$ cat src/rtl/tohost_responder.sv
// tohost_responder
//   Test-harness responder for the tohost/fromhost handshake that test
//   programs use to report completion and print console characters.
//
//   Ports (names follow the harness bus):
//     clock, reset            clock; asynchronous active-low reset
//     aw_* / w_* / b_*        64-bit AXI4-Lite-style write channels
//     ar_* / r_*              64-bit AXI4-Lite-style read channels
//     char_valid/ready/data   console byte handshake
//     success, failure        sticky completion flags (mutually exclusive)
//     exit_code               code[31:0] taken from the first exit command
//
//   Write FSM
//     state  | meaning
//     W_IDLE | collecting AW and W beats (either order, or together)
//     W_EXEC | one-cycle decode/execute of the captured write
//     W_CHAR | presenting a console byte, waiting for char_ready
//     W_RESP | holding b_valid/b_resp until b_ready
//   Read FSM
//     state  | meaning
//     R_IDLE | ar_ready high, waiting for a read address
//     R_RESP | holding r_valid/r_data/r_resp until r_ready
module tohost_responder #(
    parameter int                ADDR_W        = 32,
    parameter logic [ADDR_W-1:0] TOHOST_ADDR   = 32'h8000_1000,
    parameter logic [ADDR_W-1:0] FROMHOST_ADDR = 32'h8000_1040
) (
    input  logic              clock,
    input  logic              reset,
    input  logic              aw_valid,
    output logic              aw_ready,
    input  logic [ADDR_W-1:0] aw_addr,
    input  logic              w_valid,
    output logic              w_ready,
    input  logic [63:0]       w_data,
    input  logic [7:0]        w_strb,
    output logic              b_valid,
    input  logic              b_ready,
    output logic [1:0]        b_resp,
    input  logic              ar_valid,
    output logic              ar_ready,
    input  logic [ADDR_W-1:0] ar_addr,
    output logic              r_valid,
    input  logic              r_ready,
    output logic [63:0]       r_data,
    output logic [1:0]        r_resp,
    output logic              char_valid,
    input  logic              char_ready,
    output logic [7:0]        char_data,
    output logic              success,
    output logic              failure,
    output logic [31:0]       exit_code
);

    localparam logic [1:0]  RESP_OKAY   = 2'b00;
    localparam logic [1:0]  RESP_SLVERR = 2'b10;
    localparam logic [1:0]  RESP_DECERR = 2'b11;
    localparam logic [63:0] FROMHOST_ACK = 64'h0101_0000_0000_0001;

    typedef enum logic [1:0] {W_IDLE, W_EXEC, W_CHAR, W_RESP} wstate_t;
    typedef enum logic       {R_IDLE, R_RESP} rstate_t;

    wstate_t           wstate_q, wstate_d;
    rstate_t           rstate_q, rstate_d;
    logic              aw_got_q, aw_got_d;
    logic              w_got_q, w_got_d;
    logic [ADDR_W-1:0] awaddr_q, awaddr_d;
    logic [63:0]       wdata_q, wdata_d;
    logic [7:0]        wstrb_q, wstrb_d;
    logic [63:0]       tohost_q, tohost_d;
    logic [63:0]       fromhost_q, fromhost_d;
    logic [1:0]        bresp_q, bresp_d;
    logic [7:0]        chardata_q, chardata_d;
    logic              success_q, success_d;
    logic              failure_q, failure_d;
    logic [31:0]       exitcode_q, exitcode_d;
    logic [63:0]       rdata_q, rdata_d;
    logic [1:0]        rresp_q, rresp_d;

    logic is_to, is_from, flag_set;

    assign is_to    = (awaddr_q == TOHOST_ADDR);
    assign is_from  = (awaddr_q == FROMHOST_ADDR);
    assign flag_set = success_q | failure_q;

    always_comb begin
        wstate_d   = wstate_q;
        aw_got_d   = aw_got_q;
        w_got_d    = w_got_q;
        awaddr_d   = awaddr_q;
        wdata_d    = wdata_q;
        wstrb_d    = wstrb_q;
        tohost_d   = tohost_q;
        fromhost_d = fromhost_q;
        bresp_d    = bresp_q;
        chardata_d = chardata_q;
        success_d  = success_q;
        failure_d  = failure_q;
        exitcode_d = exitcode_q;
        unique case (wstate_q)
            W_IDLE: begin
                if (aw_valid && !aw_got_q) begin
                    aw_got_d = 1'b1;
                    awaddr_d = aw_addr;
                end
                if (w_valid && !w_got_q) begin
                    w_got_d = 1'b1;
                    wdata_d = w_data;
                    wstrb_d = w_strb;
                end
                if (aw_got_d && w_got_d) wstate_d = W_EXEC;
            end
            W_EXEC: begin
                aw_got_d = 1'b0;
                w_got_d  = 1'b0;
                bresp_d  = RESP_OKAY;
                wstate_d = W_RESP;
                if (!is_to && !is_from) begin
                    bresp_d = RESP_DECERR;
                end else if (wstrb_q != 8'hFF) begin
                    bresp_d = RESP_SLVERR;
                end else if (is_from) begin
                    fromhost_d = wdata_q;
                end else if (wdata_q == 64'd0) begin
                    // tohost cleared by the program: nothing to do
                end else if (wdata_q[63:56] == 8'd1 && wdata_q[55:48] == 8'd1) begin
                    // Putchar is tested before exit: printable bytes may have bit 0 set.
                    tohost_d   = wdata_q;
                    chardata_d = wdata_q[7:0];
                    wstate_d   = W_CHAR;
                end else if (wdata_q[0]) begin
                    if (!flag_set) begin
                        exitcode_d = wdata_q[32:1];
                        success_d  = (wdata_q[63:1] == 63'd0);
                        failure_d  = (wdata_q[63:1] != 63'd0);
                    end
                end else if (!flag_set) begin
                    failure_d  = 1'b1;
                    exitcode_d = 32'hFFFF_FFFF;
                end
            end
            W_CHAR: begin
                if (char_ready) begin
                    tohost_d   = 64'd0;
                    fromhost_d = FROMHOST_ACK;
                    wstate_d   = W_RESP;
                end
            end
            W_RESP: begin
                if (b_ready) wstate_d = W_IDLE;
            end
            default: wstate_d = W_IDLE;
        endcase
    end

    always_comb begin
        rstate_d = rstate_q;
        rdata_d  = rdata_q;
        rresp_d  = rresp_q;
        unique case (rstate_q)
            R_IDLE: begin
                if (ar_valid) begin
                    rstate_d = R_RESP;
                    if (ar_addr == TOHOST_ADDR) begin
                        rdata_d = tohost_q;
                        rresp_d = RESP_OKAY;
                    end else if (ar_addr == FROMHOST_ADDR) begin
                        rdata_d = fromhost_q;
                        rresp_d = RESP_OKAY;
                    end else begin
                        rdata_d = 64'd0;
                        rresp_d = RESP_DECERR;
                    end
                end
            end
            R_RESP: begin
                if (r_ready) rstate_d = R_IDLE;
            end
            default: rstate_d = R_IDLE;
        endcase
    end

    always_ff @(posedge clock or negedge reset) begin
        if (!reset) begin
            wstate_q   <= W_IDLE;
            rstate_q   <= R_IDLE;
            aw_got_q   <= 1'b0;
            w_got_q    <= 1'b0;
            awaddr_q   <= '0;
            wdata_q    <= 64'd0;
            wstrb_q    <= 8'd0;
            tohost_q   <= 64'd0;
            fromhost_q <= 64'd0;
            bresp_q    <= 2'd0;
            chardata_q <= 8'd0;
            success_q  <= 1'b0;
            failure_q  <= 1'b0;
            exitcode_q <= 32'd0;
            rdata_q    <= 64'd0;
            rresp_q    <= 2'd0;
        end else begin
            wstate_q   <= wstate_d;
            rstate_q   <= rstate_d;
            aw_got_q   <= aw_got_d;
            w_got_q    <= w_got_d;
            awaddr_q   <= awaddr_d;
            wdata_q    <= wdata_d;
            wstrb_q    <= wstrb_d;
            tohost_q   <= tohost_d;
            fromhost_q <= fromhost_d;
            bresp_q    <= bresp_d;
            chardata_q <= chardata_d;
            success_q  <= success_d;
            failure_q  <= failure_d;
            exitcode_q <= exitcode_d;
            rdata_q    <= rdata_d;
            rresp_q    <= rresp_d;
        end
    end

    assign aw_ready   = (wstate_q == W_IDLE) && !aw_got_q;
    assign w_ready    = (wstate_q == W_IDLE) && !w_got_q;
    assign b_valid    = (wstate_q == W_RESP);
    assign b_resp     = bresp_q;
    assign char_valid = (wstate_q == W_CHAR);
    assign char_data  = chardata_q;
    assign ar_ready   = (rstate_q == R_IDLE);
    assign r_valid    = (rstate_q == R_RESP);
    assign r_data     = rdata_q;
    assign r_resp     = rresp_q;
    assign success    = success_q;
    assign failure    = failure_q;
    assign exit_code  = exitcode_q;

endmodule

$ cat config.mk
export PLATFORM = sky130hd
export DESIGN_NAME = tohost_responder
export DESIGN_NICKNAME = d
export VERILOG_FILES = /design/src/rtl/tohost_responder.sv
export SDC_FILE = /design/constraint.sdc
export NUM_CORES = 1
export LEC_CHECK = 0
export BUFFER_PORTS_ARGS = -buffer_cell sky130_fd_sc_hd__buf_4
export CORE_UTILIZATION = 56
export CTS_BUF_LIST = sky130_fd_sc_hd__clkbuf_4 sky130_fd_sc_hd__clkbuf_8 sky130_fd_sc_hd__clkbuf_16
export CTS_CLUSTER_SIZE = 40
export DETAILED_ROUTE_END_ITERATION = 7
export GPL_ROUTABILITY_DRIVEN = 1
export PLACE_DENSITY = 0.8
export SLEW_MARGIN = 40
export SYNTH_ARGS = -nofsm -noshare
export SYNTH_HDL_FRONTEND = slang
export SYNTH_SLANG_ARGS = --single-unit
$ cat constraint.sdc
create_clock -name clock -period 3.1 [get_ports clock]
set_clock_uncertainty 0.2 [all_clocks]
set_input_delay 0.155 -clock clock [delete_from_list [all_inputs] [get_ports clock]]
set_output_delay 0.155 -clock clock [all_outputs]
set_load 0.005 [all_outputs]
==> flow_summary.toml <==
[routing]
drt-initial-drc-count = 559
via_count = 10576
route.detailed.drc = 0
drt-total-wl_um = 38400
postRouteAntennaNets = 0
firstDrtPassIters = 4
viasPerCell = 5.61
wl_per_cell_um = 20.4

[clock_tree]
cts-resized-gates = 0
post_cts.repair.setup_buffers = 0
clock_sinks = 346
clock_latency_ns = 0.50
cts_max_level = 2
clkTransAtPathRegs_ns = 0.06
cts_buffers = 37
hold_buffers = 108
clockBufferDepth = 3
cts_root_buf = "clkbuf_16"
cts_tree = "done"

[worst_hold_path]
min_path_type = "input pin to flop"
min_to = "r_data[41]"
min_path_cells = 3
holdCritStartpoint = "ar_addr[6]"

[placed_design]
dp_hpwl_um = 23200
pre_cts_slack_ns = 0.382
post_dp_cell_area_sq_um = 16700
portBuffers = 259
routabilityCongestion = 0.767

[synthesis]
synth_top_area_share_pct = 60.5
synthAdderAreaFrac_pct = 0.349
synthMuxAreaShare_pct = 20.1
yosysMostFrequentCell = "dfrtp_1"
synth-xor-area-share_pct = 0
synth_top_family_by_area = "multiplexers"
syn_avg_cell_area_sq_um = 12.2
synthCells = 1172
synthSimpleGateAreaFrac_pct = 10.7
synth_top_area_cell = "dfrtp_1"
ys_ff_latch = 346
syn_area_sq_um = 14300
synth.distinct_cells = 41
synth_ff_type = "dfrtp_1"
async_reset_ff_share_pct = 100
netlist_top_cells_area = "dfrtp_1 (60%), mux2i_1 (11%), mux2_2 (8.9%), nand2_1 (6.1%), o21ai_0 (2.3%)"
synth_enable_flop_cells = 0
synth_compound_area_share_pct = 5.92
synth.yosys.seq_area_share_pct = 60.5
synth_nets = 1320
ys_top_cells_by_count = "dfrtp_1 (346), nand2_1 (232), mux2i_1 (161), mux2_2 (113), o21ai_0 (67)"
yosysWarnings = 0

[sta]
setup-violations-final = 0
rsz0062_at_grt = "no"
fin_crit_ns = 2.89
maxSlewHeadroom_pct = 44.1
slew_violations = 0
max_freq_mhz = 346
tightestPinTransition_ns = 0.838
finalWorstSetupSlack_ns = 0.213
final.setup.tns_ns = 0
period_share_pct = 93.1
hold_viol_final = 0

[worst_setup_path]
reg2reg_from = "awaddr_q[17]"
cp.required_ns = 3.29
start_kind = "flop"
path_class = "flop to flop"
critPathMaxFanout = 8
r2r_cells = 6
r2r-end = "char_data[2]"
reg2reg_slack_ns = 0.21
worstPathArrival_ns = 3.07
crit_path_end_kind = "flop"

[cells_and_area]
nets = 1678
drive_above_1_share_pct = 31.0
fin_util_pct = 75.8
areaGrowthSynthToFinish_pct = 32.9
final_area_sq_um = 19000

[global_routing]
grt_pass1_vias = 11342
grt_max_degree = 101
grt-ovfl-total = 0
antenna_found_initial = 1
grt_pass1_wl_um = 61000
grt_use_total_pct = 30.0

[power]
p_leak_nw = 9.43
ir_drop_v = 0.000525
power.density_nw_per_um2 = 690

[die]
initial_core_util_pct = 57.0
coreArea_sq_um = 25100
fp-row-count = 58
dieArea_sq_um = 26200
io_pins = 260
die_w_um = 162
die_h_um = 162

[run]
maxCapViolations = 0

[outcome]
status = "complete, no violations"
-- registers in the layout (all words and copies together), names as in the netlist --
register    flops
aw_got_q        1
awaddr_q       32
b_resp          2
char_data       8
exit_code      32
failure         1
fromhost_q     64
r_data         64
r_resp          1
r_valid         1
success         1
tohost_q       64
w_got_q         1
wdata_q        64
wstate_q        2
wstrb_q         8
-- layer usage --
layer / vias to the layer above / GRT usage [%] / routed length (um)
met2: 370 / 50.2 / 19100
met3: 73 / 7.10 / 2570
met1: 5326 / 38.9 / 15800
met4: 0 / 9.13 / 992
met5: - / 0 / 0
li1: 4807 / - / -
-- power breakdown --
part           internal [mW]  switching [mW]  leakage, nW  total (mW)
logic                   1.32            1.46         4.24        2.78
clock network           2.64            1.70        0.610        4.34
registers               5.24           0.761         4.59        6.00
-- cell families after synthesis --
kind of cell             after synthesis
flip-flops                           346
multiplexers                         274
AND/OR/NAND/NOR                      339
buffers and inverters                 81
adder cells (fa/ha/maj)                4
AO/OA/AOI/OAI                        128
-- worst max-delay path: stages, from the launching register on --
cell	delay [ns]
dfrtp_1	0.39
nor4_1	0.48
nand4_1	0.36
nor4_2	0.42
buf_4	0.20
nand3_1	0.31
mux2_2	0.40
-- final cells by class --
cell class,instances,area [sq um]
inverters,6,22.5
diodes,2,5.00
well taps,330,413
repair buffers,394,3380
flip-flops and latches,346,8660
multi-input cells,745,5360
clock buffers,56,1110
clock inverters,7,88.8
fillers,1580,6070
-- stage by stage --
step                      instances  power [mW]  hold WS, ns
final                          1886        13.1       0.0906
after global routing           1885        13.7       0.0955
after CTS                      1882        13.1       0.0115
after detailed placement       1711        8.62       0.0625
after global placement         1711        8.48       0.0655
after floorplan                1172        7.52       -0.341
-- cells in the final DEF (no fill, tap or decap), drive strengths merged, types with 2 or more instances in the layout --
master / n
a21oi: 7
a31o: 15
and3: 15
buf: 285
bufinv: 2
clkbuf: 56
clkinv: 4
dfrtp: 346
diode: 2
dlygate4sd3: 109
ha: 4
inv: 7
mux2: 113
mux2i: 161
nand2: 232
nand3: 5
nand4: 10
nor2: 27
nor2b: 5
nor3: 7
nor4: 26
nor4b: 4
o21ai: 67
o21bai: 2
o22a: 32
or4: 3
-- worst max-delay path by stage --
stage | from | end | slack, ns | cells past startpoint
3_3_place_gp | wdata_q[52] | failure | 0.36 | 5
4_1_cts | awaddr_q[2] | char_data[2] | 0.29 | 6
3_5_place_dp | wdata_q[52] | failure | 0.38 | 5
6_report | awaddr_q[17] | char_data[2] | 0.21 | 6
5_1_grt | awaddr_q[2] | char_data[2] | 0.12 | 6
2_1_floorplan | wstate_q[0] | tohost_q[46] | 0.63 | 9
Power figures use the tool's default switching activity.
